[src/rtl/dmem_arbiter.sv]
// Two-requester arbiter and strobe sequencer for the single data-memory port.
// Build option: define DMEM_ARB_RR_EN for round-robin ties; otherwise r0 has fixed priority.
module dmem_arbiter #(
  parameter int unsigned ACCESS_LAT = 2
) (
  input  logic        clk,
  input  logic        rst,
  input  logic        r0_req,
  input  logic        r0_we,
  input  logic [31:0] r0_addr,
  input  logic [31:0] r0_wdata,
  input  logic [3:0]  r0_sign_mask,
  output logic        r0_gnt,
  output logic        r0_done,
  output logic [31:0] r0_rdata,
  input  logic        r1_req,
  input  logic        r1_we,
  input  logic [31:0] r1_addr,
  input  logic [31:0] r1_wdata,
  input  logic [3:0]  r1_sign_mask,
  output logic        r1_gnt,
  output logic        r1_done,
  output logic [31:0] r1_rdata,
  output logic [31:0] mem_addr,
  output logic [31:0] mem_write_data,
  output logic [3:0]  mem_sign_mask,
  output logic        mem_memread,
  output logic        mem_memwrite,
  input  logic [31:0] mem_read_data
);

  localparam int unsigned CNT_W = (ACCESS_LAT > 1) ? $clog2(ACCESS_LAT) : 1;
  localparam int unsigned DW    = 32;
  localparam int unsigned MW    = 4;

  typedef enum logic [1:0] {
    IDLE   = 2'd0,
    ACCESS = 2'd1,
    DONE   = 2'd2
  } state_e;

  state_e           state_q, state_d;
  logic [CNT_W-1:0] cnt_q, cnt_d;
  logic             owner_q, owner_d;
  logic             we_q, we_d;
  logic [DW-1:0]    addr_q, addr_d;
  logic [DW-1:0]    wdata_q, wdata_d;
  logic [MW-1:0]    mask_q, mask_d;
  logic             rd_q, rd_d;
  logic             wr_q, wr_d;
  logic             gnt0_q, gnt0_d;
  logic             gnt1_q, gnt1_d;
  logic             done0_q, done0_d;
  logic             done1_q, done1_d;
  logic [DW-1:0]    rdata0_q, rdata0_d;
  logic [DW-1:0]    rdata1_q, rdata1_d;
  logic             win1_c;
  logic             sel_we_c;

`ifdef DMEM_ARB_RR_EN
  // 1 = r1 was granted last, so r0 takes the next tie
  logic             rr_last_q, rr_last_d;

  always_comb begin
    win1_c = r1_req & (~r0_req | ~rr_last_q);
  end
`else
  always_comb begin
    win1_c = r1_req & ~r0_req;
  end
`endif

  assign sel_we_c = win1_c ? r1_we : r0_we;

  // Next-state and registered-output logic
  always_comb begin
    state_d  = state_q;
    cnt_d    = cnt_q;
    owner_d  = owner_q;
    we_d     = we_q;
    addr_d   = addr_q;
    wdata_d  = wdata_q;
    mask_d   = mask_q;
    rd_d     = rd_q;
    wr_d     = wr_q;
    gnt0_d   = 1'b0;
    gnt1_d   = 1'b0;
    done0_d  = 1'b0;
    done1_d  = 1'b0;
    rdata0_d = rdata0_q;
    rdata1_d = rdata1_q;
`ifdef DMEM_ARB_RR_EN
    rr_last_d = rr_last_q;
`endif

    case (state_q)
      IDLE: begin
        if (r0_req || r1_req) begin
          state_d = ACCESS;
          cnt_d   = CNT_W'(0);
          owner_d = win1_c;
          we_d    = sel_we_c;
          addr_d  = win1_c ? r1_addr : r0_addr;
          wdata_d = win1_c ? r1_wdata : r0_wdata;
          mask_d  = win1_c ? r1_sign_mask : r0_sign_mask;
          rd_d    = ~sel_we_c;
          wr_d    = sel_we_c;
          gnt0_d  = ~win1_c;
          gnt1_d  = win1_c;
`ifdef DMEM_ARB_RR_EN
          rr_last_d = win1_c;
`endif
        end
      end
      ACCESS: begin
        if (cnt_q == CNT_W'(ACCESS_LAT - 1)) begin
          state_d = DONE;
          rd_d    = 1'b0;
          wr_d    = 1'b0;
        end else begin
          cnt_d = cnt_q + CNT_W'(1);
        end
      end
      DONE: begin
        // Strobes already low here; this cycle re-arms the memory phase
        state_d = IDLE;
        done0_d = ~owner_q;
        done1_d = owner_q;
        if (!we_q) begin
          if (owner_q) rdata1_d = mem_read_data;
          else         rdata0_d = mem_read_data;
        end
      end
      default: begin
        state_d = IDLE;
        rd_d    = 1'b0;
        wr_d    = 1'b0;
      end
    endcase
  end

  always_ff @(posedge clk) begin
    if (rst) begin
      state_q  <= IDLE;
      cnt_q    <= CNT_W'(0);
      owner_q  <= 1'b0;
      we_q     <= 1'b0;
      addr_q   <= DW'(0);
      wdata_q  <= DW'(0);
      mask_q   <= MW'(0);
      rd_q     <= 1'b0;
      wr_q     <= 1'b0;
      gnt0_q   <= 1'b0;
      gnt1_q   <= 1'b0;
      done0_q  <= 1'b0;
      done1_q  <= 1'b0;
      rdata0_q <= DW'(0);
      rdata1_q <= DW'(0);
`ifdef DMEM_ARB_RR_EN
      rr_last_q <= 1'b1;
`endif
    end else begin
      state_q  <= state_d;
      cnt_q    <= cnt_d;
      owner_q  <= owner_d;
      we_q     <= we_d;
      addr_q   <= addr_d;
      wdata_q  <= wdata_d;
      mask_q   <= mask_d;
      rd_q     <= rd_d;
      wr_q     <= wr_d;
      gnt0_q   <= gnt0_d;
      gnt1_q   <= gnt1_d;
      done0_q  <= done0_d;
      done1_q  <= done1_d;
      rdata0_q <= rdata0_d;
      rdata1_q <= rdata1_d;
`ifdef DMEM_ARB_RR_EN
      rr_last_q <= rr_last_d;
`endif
    end
  end

  assign r0_gnt         = gnt0_q;
  assign r1_gnt         = gnt1_q;
  assign r0_done        = done0_q;
  assign r1_done        = done1_q;
  assign r0_rdata       = rdata0_q;
  assign r1_rdata       = rdata1_q;
  assign mem_addr       = addr_q;
  assign mem_write_data = wdata_q;
  assign mem_sign_mask  = mask_q;
  assign mem_memread    = rd_q;
  assign mem_memwrite   = wr_q;

endmodule

[config.mk]
export PLATFORM = sky130hd
export DESIGN_NAME = dmem_arbiter
export DESIGN_NICKNAME = d
export VERILOG_FILES = /design/src/rtl/dmem_arbiter.sv
export SDC_FILE = /design/constraint.sdc
export NUM_CORES = 1
export LEC_CHECK = 0
export ABC_AREA = 1
export CORE_MARGIN = 10
export CORE_UTILIZATION = 44
export CTS_CLUSTER_DIAMETER = 80
export DETAILED_ROUTE_END_ITERATION = 10
export PLACE_DENSITY = 0.87
export SYNTH_ARGS = -nofsm -noshare
export SYNTH_HDL_FRONTEND = slang
export SYNTH_SLANG_ARGS = --single-unit
[constraint.sdc]
create_clock -name clk -period 1.95 [get_ports clk]
set_input_delay 0.39 -clock clk [delete_from_list [all_inputs] [get_ports clk]]
set_output_delay 0.39 -clock clk [all_outputs]
set_load 0.01 [all_outputs]
# Word level (Yosys, flattened, before mapping)
# Index checks and enable logic that the tools add are counted.
# word_totals
wordCells	55
in_bits	174
output_inout_bits	138
reg_bits	143
# classes
n_eq_ne	4
bitwise_logic	9
addsub	1
n_reduce_logical	11
n_mux	15
# op_table
operator	n
32-bit two-way mux	2
3-bit AND reduction	3
1-bit NOT	8
1-bit two-way mux	6
1-bit one-hot mux with 3 select lines	2
2-bit AND reduction	3
2-bit two-way mux	2
4-bit two-way mux	1
2-bit != test (second input constant)	2
2-bit one-hot mux with 2 select lines	1
3-bit OR reduction	1
2-bit by 1-bit == test with 1-bit output (second input constant)	1
2-bit == test (second input constant)	1
2-bit zero test	1
1-bit one-hot mux with 2 select lines	1
2-bit nonzero test	1
2-bit OR reduction	1
1-bit adder (second input constant)	1
1-bit bitwise AND	1
1-bit logical OR	1

# Depth between registers and ports, before layout
# Gate-level depths: netlist of the first run.
# depth
depth_word	6
ltp_mapped	8
ltp_nobuf	6

# Worst setup path before layout of the first run
# No wires, ideal clock.
# synth_timing
path_kind	input to register
start	input port r1_req
end	register wdata_q[10] (netlist: mem_write_data[10])
path_stages	7
t_required_ns	1.837
n_path_buf	2
slack_ns	0.828
setup_ns	0.113
arrival_ns	1.010
cell_sequence	inv_1 -> nand2_1 -> nand2_1 -> buf_4 -> buf_6 -> nand3_1 -> nand2_1
# synth_via
elab_chain_len	2
word_cells_on_any_way	4
classes_between	1 x mux; 1 x bitwise; 2 x reduce/logical
# synth_rtl
item	line_no	rtl
start, declared	16	input logic r1_req,
1-bit bitwise AND or 1-bit logical OR (tied branches)	69, 98	
32-bit two-way mux or 2-bit AND reduction (tied branches)	-	
end signal, assigned	168	wdata_q <= wdata_d;
end, declared	47	logic [DW-1:0] wdata_q, wdata_d;
# Parallel ways exist; a longest one is shown, timed or not.
# A chain may end at the register's enable or synchronous reset.

# Worst setup path after layout of the first run
# layout_timing
start	register rd_q (netlist: mem_memread)
end	output port mem_memread
# layout_rtl
item	line_no	rtl
start, declared	49	logic rd_q, rd_d;
start signal, assigned	170	rd_q <= rd_d;
end, declared	27	output logic mem_memread,
# No word-level cell between the ends.

==> results of run 1 <==
## power groups by stage
stage / registers, mW / logic [mW] / clock network [mW]
2_1_floorplan: 3.43 / 0.713 / 0
3_3_place_gp: 3.33 / 1.82 / 0
3_5_place_dp: 3.34 / 1.84 / 0
4_1_cts: 3.29 / 1.85 / 3.55
5_1_grt: 3.31 / 2.01 / 3.66
6_report: 3.29 / 1.84 / 3.50
## per-layer routing
metal / share of wire [%] / up-vias / GRT usage (%) / wire [µm]
met4: 2.2 / 0 / 8.46 / 508
met2: 51 / 279 / 39.6 / 11700
met5: 0 / - / 0 / 0
li1: - / 3526 / - / -
met3: 11 / 37 / 10.6 / 2640
met1: 36 / 3146 / 23.1 / 8330
## worst min path at each step
stage | end | slack [ps] | cells past startpoint
after CTS | mem_addr[24] | 470 | 2
after floorplan | state_q[1] | 430 | 2
after detailed placement | mem_addr[17] | 460 | 2
after global placement | state_q[1] | 450 | 2
after global routing | mem_write_data[25] | 490 | 2
final | mem_addr[17] | 470 | 2
## per-stage QoR
stage	cells	power (mW)	setup slack (ps)	utilization (%)	hold slack, ps
CTS	1434	8.69	130	72.7	470
finish	1435	8.63	166	72.7	468
global placement	1402	5.15	139	68.1	452
detailed placement	1402	5.18	102	68.1	460
global route	1435	8.98	114	72.7	487
floorplan	959	4.15	828	-	432
## area by class of cell
type	instances	area, µm²	area share, %
inverters	47	179	1.77
flip-flops and latches	143	2860	28.2
diodes	1	2.50	0.0247
repair buffers	327	3330	32.9
well taps	180	225	2.22
clock inverters	10	158	1.56
multi-input cells	705	2890	28.5
clock buffers	22	484	4.78
## cells in the mapped netlist
| cell | count | area (µm²) |
|---|---|---|
| sky130_fd_sc_hd__a21oi_1 | 33 | 165 |
| sky130_fd_sc_hd__buf_1 | 6 | 22.5 |
| sky130_fd_sc_hd__buf_2 | 43 | 215 |
| sky130_fd_sc_hd__buf_4 | 8 | 60.1 |
| sky130_fd_sc_hd__buf_6 | 6 | 67.6 |
| sky130_fd_sc_hd__clkbuf_1 | 1 | 3.75 |
| sky130_fd_sc_hd__dfxtp_1 | 143 | 2860 |
| sky130_fd_sc_hd__inv_1 | 44 | 165 |
| sky130_fd_sc_hd__inv_2 | 3 | 11.3 |
| sky130_fd_sc_hd__nand2_1 | 425 | 1600 |
| sky130_fd_sc_hd__nand2_2 | 1 | 6.26 |
| sky130_fd_sc_hd__nand3_1 | 136 | 681 |
| sky130_fd_sc_hd__nor2_1 | 102 | 383 |
| sky130_fd_sc_hd__nor2_2 | 5 | 31.3 |
| sky130_fd_sc_hd__nor3_1 | 2 | 10.0 |
| sky130_fd_sc_hd__o21ai_0 | 1 | 5.00 |
## cells by family after synthesis
kind of cell	Yosys count	share of synthesized area, %
simple gates	671	43.1
compound gates	34	2.71
flops	143	45.6
buf+inv	111	8.68
## sequential cells by signal (all words and copies together) (netlist names), 2 cells and up
name and count:
mem_addr 32, state_q 2, r0_rdata 32, mem_sign_mask 4
mem_write_data 32, r1_rdata 32
## placed cells by master (no fill, tap or decap)
| cell | n |
|---|---|
| sky130_fd_sc_hd__diode_2 | 1 |
| sky130_fd_sc_hd__dfxtp_1 | 143 |
| sky130_fd_sc_hd__a21oi_1 | 33 |
| sky130_fd_sc_hd__buf_12 | 8 |
| sky130_fd_sc_hd__bufinv_16 | 4 |
| sky130_fd_sc_hd__clkdlybuf4s50_1 | 311 |
| sky130_fd_sc_hd__nand3_1 | 136 |
| sky130_fd_sc_hd__clkinv_4 | 2 |
| sky130_fd_sc_hd__nand2_2 | 3 |
| sky130_fd_sc_hd__clkbuf_8 | 4 |
| sky130_fd_sc_hd__inv_2 | 2 |
| sky130_fd_sc_hd__inv_4 | 1 |
| sky130_fd_sc_hd__buf_4 | 8 |
| sky130_fd_sc_hd__clkbuf_16 | 17 |
| sky130_fd_sc_hd__inv_1 | 44 |
| sky130_fd_sc_hd__nor2_2 | 3 |
| sky130_fd_sc_hd__nand2_1 | 423 |
| sky130_fd_sc_hd__nor2_4 | 2 |
| sky130_fd_sc_hd__nor3_1 | 2 |
| sky130_fd_sc_hd__nor2_1 | 102 |
| sky130_fd_sc_hd__clkinv_2 | 4 |
| sky130_fd_sc_hd__clkbuf_1 | 1 |
| sky130_fd_sc_hd__o21ai_0 | 1 |
==> impl_metrics.ini, run 1 <==
[critical_path]
worst-r2r-cell-count = 6
path_delay_family = buffers and inverters
critical_path_start_type = flop
critical_path.max_stage_delay_ps = 640
kind_of_critical_path = reg2out
reg2reg_slack_ps = 600
worstSetupEndpoint = mem_memread
regToRegStartpoint = state_q[1]
worstPathRequired_ps = 1560
cp.depth = 1
timing.critical_path.to_type = primary output
critical_path.slowest_cell = sky130_fd_sc_hd__clkdlybuf4s50_1
timing.critical_path.buf_inv = 1
critical_path.cell_chain = clkdlybuf4s50_1
setup.worst_path.start = mem_memread
critical_path.max_fanout = 2
worst_r2r_endpoint = r0_rdata[15]
worstPathArrival_ps = 1390

[clock_tree]
post-cts-setup-buffers = 0
cts.reportedPaths.clkPinSlew_ps = 60
cts_inserted_buffers = 17
tritoncts = done
cts-resized-gates = 0
clkSinkCount = 143
clock_tree.htree_level_count = 4
root_buffer = sky130_fd_sc_hd__clkbuf_16
hold_buffers = 0
clock_path_buffers = 2
source_to_sink_clock_delay_at_the_later_pin_of_the_worst_skew_pair_ps = 430

[sta]
slew_headroom_pct = 65.4
timing_hold_violations_final = 0
drv_slew = 0
worst_clock_skew_ps = 5.75
setup_viol = 0
period_share_pct = 91.5
period_needed_ps = 1780
finalSetupTns_ps = 0
worst_slew_pin_slew_ps = 520
fmax_achieved_ghz = 0.561
grt_setup_unrepaired = no

[pwr]
pwr-share-seq_pct = 38.1
power.share.switching_pct = 26.3
part_of_the_total_power_dissipated_in_the_clock_network_pct = 40.5
power.density_nw_per_um2 = 851
switching_power_mw = 2.27
worst_ir_drop_vdd_mv = 0.669
p_int_mw = 6.35
p_leak_nw = 4.64
power_frac_comb_pct = 21.3

[synth]
syn_nets = 1133
number_of_standard_cells_after_synthesis = 959
synth.lib_cells_used.distinct = 16
ys_seq_area_share_pct = 45.6
post_synth_instance_area_um2 = 6280
synth_warnings = 0
syn_avg_cell_area_um2 = 6.55
synth-seq-cells = 143

[min_path]
timing.hold.worst.class = reg2reg
holdCritStartpoint = mem_addr[17]

[routing]
dr_total_vias = 6988
postRouteAntennaNets = 0
avgRoutedWirePerCell_um = 16.2
viasPerCell = 4.87
drt_iter0_markers = 335
drc = 0
detailedRoute.firstPassIterationCount = 5
wl_um = 23200

[floorplanning]
chipWidth_um = 140
core.rowCount = 43
core_area_um2 = 13900
ios = 312
design.die.area_um2 = 19500
floorplan.initialDensity_pct = 45.1
floorplan.die.height_um = 140

[layout]
layout.nets = 1415
num-fill-cells = 1083
layout-area-overhead-vs-synth_pct = 61.3
post-route-cell-area_um2 = 10100
post_route_cells_drive_above_1_share_pct = 4.63

[placement]
gp_congestion = 0.802
detailed_place_hpwl_um = 17100
port_buffers = 311
dpl_cell_area_um2 = 9490

[global_routing]
globalRoute.totalOverflow = 0
grt_pass1_vias = 6721
grt_pass1_wl_um = 36000
gr-usage-all-layers_pct = 22.7
grt_start_max_net_pins = 97
antenna_violations_before_repair = 1

[run_status]
outcome = complete, no violations

[run]
count_of_maximum_capacitance_violations = 0
Note: power is estimated with default switching activity, not from simulation.
==> inputs of run 2 (changes only) <==
- HOLD_SLACK_MARGIN: default -> 0.12
==> results of run 2 <==
No change in the layout: final DEF, timing and power equal those of run 1.
==> inputs of run 3 (changes only) <==
- CTS_CLUSTER_SIZE: default -> 24
==> results of run 3 <==
No change in the layout: final DEF, timing and power equal those of run 1.
